===== src/rtl/nibble_fetch_unit.sv =====
// -----------------------------------------------------------------------------
// nibble_fetch_unit
//   Instruction sequencer for the Nibble datapath controller. It holds a
//   program counter, reads one instruction word per step from a synchronous
//   instruction memory, and presents op/imm to the controller over a
//   valid/ready handshake. The pc advances, sequentially or by jump, only
//   when the controller accepts the instruction.
//
// Parameters
//   ADDR_W    program counter / imem address width
//   MEM_LAT   imem read latency in cycles (>= 1)
//   HALT_WORD instruction word that stops sequencing
//
// Ports
//   clk, reset      clock (rising edge), asynchronous active-high reset
//   start           begin or resume sequencing from IDLE or HALTED
//   halt_req        stop at the next instruction boundary
//   imem_addr       instruction address (equals pc, combinational)
//   imem_rdata      instruction word {op[2:0], imm[3:0], spare}
//   op_out, imm_out registered opcode / immediate
//   op_valid        op_out/imm_out valid; held until op_ready
//   op_ready        controller accepts the instruction
//   jump_en/addr    sampled at handshake: load pc from jump_addr
//   pc              current program counter
//   running         high in FETCH/WAIT/PRESENT
//   halted          high in HALTED
// -----------------------------------------------------------------------------
module nibble_fetch_unit #(
  parameter int          ADDR_W    = 6,
  parameter int          MEM_LAT   = 1,
  parameter logic [7:0]  HALT_WORD = 8'hFF
) (
  input  logic              clk,
  input  logic              reset,
  input  logic              start,
  input  logic              halt_req,
  output logic [ADDR_W-1:0] imem_addr,
  input  logic [7:0]        imem_rdata,
  output logic [2:0]        op_out,
  output logic [3:0]        imm_out,
  output logic              op_valid,
  input  logic              op_ready,
  input  logic              jump_en,
  input  logic [ADDR_W-1:0] jump_addr,
  output logic [ADDR_W-1:0] pc,
  output logic              running,
  output logic              halted
);

  localparam int CNT_W = (MEM_LAT > 1) ? $clog2(MEM_LAT) : 1;
  localparam logic [CNT_W-1:0] CNT_LOAD = CNT_W'(MEM_LAT - 1);

  typedef enum logic [2:0] {
    S_IDLE,
    S_FETCH,
    S_WAIT,
    S_PRESENT,
    S_HALTED
  } state_t;

  state_t           state;
  logic [CNT_W-1:0] wait_cnt;
  logic             halt_pend;
  logic             word_is_halt;  // the presented word is HALT_WORD

  assign imem_addr = pc;

  // NOTE: all state updates use non-blocking assignments so every register
  // samples pre-edge values regardless of statement order in this block.
  // NOTE: asynchronous reset aborts any in-flight fetch; nothing captured
  // by a pending read survives it.
  always_ff @(posedge clk or posedge reset) begin
    if (reset) begin
      state        <= S_IDLE;
      pc           <= '0;
      op_out       <= '0;
      imm_out      <= '0;
      op_valid     <= 1'b0;
      running      <= 1'b0;
      halted       <= 1'b0;
      halt_pend    <= 1'b0;
      wait_cnt     <= '0;
      word_is_halt <= 1'b0;
    end else begin
      case (state)
        S_IDLE: begin
          if (start) begin
            state   <= S_FETCH;
            running <= 1'b1;
          end
        end

        S_FETCH: begin
          if (halt_req) halt_pend <= 1'b1;
          wait_cnt <= CNT_LOAD;
          state    <= S_WAIT;
        end

        S_WAIT: begin
          if (halt_req) halt_pend <= 1'b1;
          if (wait_cnt == '0) begin
            op_out       <= imem_rdata[7:5];
            imm_out      <= imem_rdata[4:1];
            word_is_halt <= (imem_rdata == HALT_WORD);
            op_valid     <= 1'b1;
            state        <= S_PRESENT;
          end else begin
            wait_cnt <= wait_cnt - 1'b1;
          end
        end

        S_PRESENT: begin
          if (op_ready) begin
            op_valid <= 1'b0;
            if (word_is_halt) begin
              // Halt instruction: pc stays on it so a resume refetches it.
              state     <= S_HALTED;
              running   <= 1'b0;
              halted    <= 1'b1;
              halt_pend <= 1'b0;
            end else begin
              pc <= jump_en ? jump_addr : pc + ADDR_W'(1);
              if (halt_pend || halt_req) begin
                state     <= S_HALTED;
                running   <= 1'b0;
                halted    <= 1'b1;
                halt_pend <= 1'b0;
              end else begin
                state <= S_FETCH;
              end
            end
          end else if (halt_req) begin
            halt_pend <= 1'b1;
          end
        end

        S_HALTED: begin
          // start wins over a simultaneous halt_req, which is kept pending.
          if (start) begin
            state   <= S_FETCH;
            running <= 1'b1;
            halted  <= 1'b0;
            if (halt_req) halt_pend <= 1'b1;
          end
        end

        default: state <= S_IDLE;
      endcase
    end
  end

endmodule

===== config.mk =====
export PLATFORM = sky130hd
export DESIGN_NAME = nibble_fetch_unit
export DESIGN_NICKNAME = d
export VERILOG_FILES = /design/src/rtl/nibble_fetch_unit.sv
export SDC_FILE = /design/constraint.sdc
export NUM_CORES = 1
export LEC_CHECK = 0
export CORE_MARGIN = 1.5
export CORE_UTILIZATION = 30
export DETAILED_ROUTE_END_ITERATION = 7
export GPL_ROUTABILITY_DRIVEN = 0
export PLACE_DENSITY_LB_ADDON = 0.2
export SLEW_MARGIN = 10
export SYNTH_ARGS = -nofsm -noshare
export SYNTH_HDL_FRONTEND = slang
export SYNTH_SLANG_ARGS = --single-unit

===== constraint.sdc =====
create_clock -name clk -period 2.7 [get_ports clk]
set_clock_uncertainty 0.2 [all_clocks]
set_input_delay 0.405 -clock clk [delete_from_list [all_inputs] [get_ports clk]]
set_output_delay 0.405 -clock clk [all_outputs]
set_load 0.01 [all_outputs]

# Word-level counts from Yosys, hierarchy flattened
# Index checks and enable logic that the tools add are counted.
# op_classes
add_sub_neg	2
n_eq_ne	11
n_mux	26
bitwise	2
reduce_logical	16
# op_table
operator	n
two-way mux 3 bit	5
two-way mux 1 bit	14
one-hot mux 3 bit (4 select lines)	1
AND reduction 3 bit	4
== test 8 bit, second input constant	1
one-hot mux 1 bit (2 select lines)	4
AND reduction 4 bit	2
nonzero test 2 bit	4
adder 6 x 1 -> 6 bit, second input constant	1
== test 3 x 2 -> 1 bit, second input constant	2
two-way mux 6 bit	1
!= test 2 bit, second input constant	3
!= test 4 bit, second input constant	1
OR reduction 2 bit	2
== test 3 x 1 -> 1 bit, second input constant	1
== test 3 bit, second input constant	1
logical NOT 3 bit	1
!= test 3 bit, second input constant	1
one-hot mux 1 bit (3 select lines)	1
nonzero test 3 bit	1
!= test 2 x 1 -> 1 bit, second input constant	1
NOT 1 bit	2
AND reduction 2 bit	1
logical OR 1 bit	1
subtractor 1 bit, second input constant	1
# totals
reg_bits	22
input_bits	20
output_inout_bits	22
elab_cells	67

# Logic depth before layout (Yosys ltp)
# depth
depth_word	5
ltp_mapped	5

# Least setup slack after synthesis
# No wires, ideal clock.
# synth_timing
path_kind	reg2reg
startpoint	register state[2]
endpoint	register imm_out[0]
setup_time_ps	125
t_arrival_ps	1181
required_time_ps	2375
setup_slack_ps	1194
stages_incl_launch_ff	3
path_buffers	0
path_cell_list	dfrtp_1 > nor3b_4 > mux2_2
# synth_between
elab_chain_len	2
# synth_rtl
item	line_no	source
from (decl)	61	state_t state;
from (signal assigned)	74	state <= S_IDLE;
from (signal assigned)	88	state <= S_FETCH;
from (signal assigned)	96	state <= S_WAIT;
== test 3 x 2 -> 1 bit	85	case (state)
AND reduction 2 bit (no source line)	-	
to (signal assigned)	103	imm_out <= imem_rdata[4:1];
to (decl)	40	output logic [3:0] imm_out,
# No other way between the ends.
# A chain may end at the register's enable or synchronous reset.

# Final worst setup path
# layout_timing
startpoint	register pc[3], in the netlist imem_addr[3]
endpoint	output imem_addr[3]
# layout_rtl
item	line_no	source
from (decl)	45	output logic [ADDR_W-1:0] pc,
from (signal assigned)	122	pc <= jump_en ? jump_addr : pc + ADDR_W'(1);
to (decl)	37	output logic [ADDR_W-1:0] imem_addr,
# No word-level cell between the ends.

==> metrics.txt <==
CP cell instances=clkdlybuf4s50_1; Slew HR=46.87%; PostCTS Resize Cnt=0; PD cells=1042 nW/um^2; leakage=0.6029 nW; number of H-tree levels=1; Port Buffer Count=41; setup violators final=0; CP bufs+invs=1; Worst-Margin Slew=0.7960 ns; Yosys cell types=29; first-pass GRT wire length=3.594 mm; Mapped Nets=116; Skew-Pair Late Insertion Delay=0.30 ns; Finished Layout Cells=179; via density per instance=4.737; reg-to-reg slack, setup=1.05 ns; GRT Overall Usage=12.76%; Pins Over Slew Limit=0; Synth Instances=95; Mapped Avg Cell Area=10.88 sq um; layout cells sized above 1=13.53%; Worst EP required=2.10 ns; flops & latches, synth=21; HPWL Detailed=1.664 mm; Max-Cap Viols=0; register area share after synthesis=50.85%; Critical Path AT=1.41 ns; setup_tns=0 ns; DR WL/cell=12.52 microns; EDFF count, synth=0; status=complete, no violations; full die area=3806 sq um; GRT Residual Overflow=0; Overall Power=1.542 mW; Clock Sinks=21; Worst Hold Class=reg2reg; filler instances=346; Inst Count DP=175; area grow syn2layout=43.22%; crit path from=imem_addr[3]; crit-path max cell delay=0.59 ns; RSZ-0062 raised after global routing=no; slowest stage cell, crit path=clkdlybuf4s50_1; Chip Width=61.70 microns; initial antenna violation count=0; f_max=495.8 MHz; ANT cells=0; initial core utilization=31.22%; Root Buffer=clkbuf_4; Hold Buf Count CTS=0; Post-route DRC=0; Ys Warns=0; Reg2Reg Depth=2; TritonCTS Buffers=3; Hold Startpoint=op_valid; Final Hold Fails=0; CP top delay family=buffers and inverters; area share of the largest cell type after synthesis=50.85%; final WL=2.241 mm; clock buffer depth=2; startpoint types=register; reg2reg end=imm_out[3]; die height=61.70 microns; Tcrit/Tclk final=74.70%; CTS tree=yes; Worst Path Max Fanout=9; final instance area=1480 sq um; largest net degree at the start of global routing=22; Max VDD drop=0.3594 mV; Placed Instance Area=1453 sq um; Reg clk slew, reported paths=0.12 ns; Detail Route Antenna Nets=0; Via Count=848; I/O pins=42; reg2reg start=state[2]; asr flop ratio synth=100.0%; Final Util=44.71%; area leader, netlist=dfrtp_1; core area=3311 sq um; DR pass1 iterations=3; minimum clock period after layout=2.017 ns; Rows=21; Iteration-0 DRC Markers=36; largest cells by area after synthesis=dfrtp_1, mux2_2, nand3_1; Setup Fix Bufs, Post-CTS=0; Worst path depth=1; # nets final=155; CP endpoint=imem_addr[3]; CP Class=reg2out; CP Capture Type=primary output; Post-Syn Area=1033 sq um; vias in the first global route=817; Most used DFF post-synth=dfrtp_1
==> cells in the mapped netlist (2+ instances only) <==
library cell,count
nor2_1,7
mux2_2,8
dfrtp_1,21
a22o_1,2
nand3_1,9
mux2i_1,2
a31oi_1,2
a21oi_1,6
buf_4,6
nand4_1,3
o21ai_0,4
nand2_1,4
nor3_1,3
inv_1,3
==> layout by cell type (no fill, tap or decap) <==
| cell | instances |
|---|---|
| a21o_2 | 1 |
| ha_1 | 1 |
| and3_2 | 1 |
| nand3_1 | 9 |
| dfrtp_1 | 21 |
| clkbuf_4 | 3 |
| a31oi_1 | 2 |
| or2_4 | 1 |
| nand2_1 | 4 |
| o21ai_1 | 1 |
| a22o_1 | 2 |
| a21boi_0 | 1 |
| clkdlybuf4s50_1 | 41 |
| o21ai_0 | 4 |
| mux2i_1 | 2 |
| or3_1 | 1 |
| nand2b_1 | 1 |
| nand4_1 | 3 |
| a32oi_1 | 1 |
| inv_1 | 3 |
| clkinv_2 | 1 |
| o22ai_1 | 1 |
| a21oi_1 | 6 |
| nor3_1 | 3 |
| mux2_2 | 8 |
| nor3b_4 | 1 |
| nor2_1 | 7 |
| nor4_1 | 1 |
| nor2_4 | 1 |
| nand4b_4 | 1 |
==> power breakdown <==
group / internal, mW / switching, mW / leakage [nW] / total (mW)
Sequential: 0.457 / 0.148 / 0.242 / 0.605
Clock: 0.0552 / 0.0930 / 0.0177 / 0.148
Combinational: 0.477 / 0.311 / 0.343 / 0.788
Total: 0.989 / 0.552 / 0.603 / 1.54
==> worst min-delay path by stage <==
stage                     cells after the start  slack (ns)         to
final                                         1        0.32   op_valid
after detailed placement                      1        0.28   op_valid
after global placement                        1        0.28   op_valid
after CTS                                     1        0.32   op_valid
after floorplan                               1        0.18  halt_pend
after global routing                          1        0.33  op_out[0]
==> metal layers <==
layer | vias to the layer above | GRT usage, % | wire, microns
met5 | - | 0 | 0
met4 | 0 | 6.383 | 15
met3 | 2 | 2.484 | 152
met2 | 28 | 20.00 | 1049
met1 | 404 | 16.86 | 1023
li1 | 414 | - | -
==> per-stage QoR <==
stage / setup WS, ns / hold slack, ns
6_report: 0.6832 / 0.3166
5_1_grt: 0.6048 / 0.3321
4_1_cts: 0.6601 / 0.3200
3_5_place_dp: 0.7196 / 0.2784
3_3_place_gp: 0.7786 / 0.2772
2_1_floorplan: 1.194 / 0.1815
==> cell type report <==
type	instances	area, sq um	share of cell area, %
Inverter	3	11.26	0.7608
Sequential cell	21	525.5	35.50
Multi-Input combinational cell	64	447.9	30.26
Tap cell	46	57.56	3.888
Clock buffer	3	22.52	1.522
Clock inverter	1	5.005	0.3381
Timing Repair Buffer	41	410.4	27.73
==> registers in the layout (all words and copies together), names as in the netlist <==
register / flops
op_out: 3
word_is_halt: 1
halt_pend: 1
running: 1
imm_out: 4
imem_addr: 6
state: 3
halted: 1
op_valid: 1
==> logic make-up after synthesis <==
logic type | count (synthesis) | share of synthesized area, %
simple gates | 34 | 20.22
flops | 21 | 50.85
compound gates | 19 | 11.26
buf+inv | 10 | 5.810
mux | 10 | 10.65
fa+ha+maj | 1 | 1.210
No activity file was read; power rests on OpenSTA's default activity.
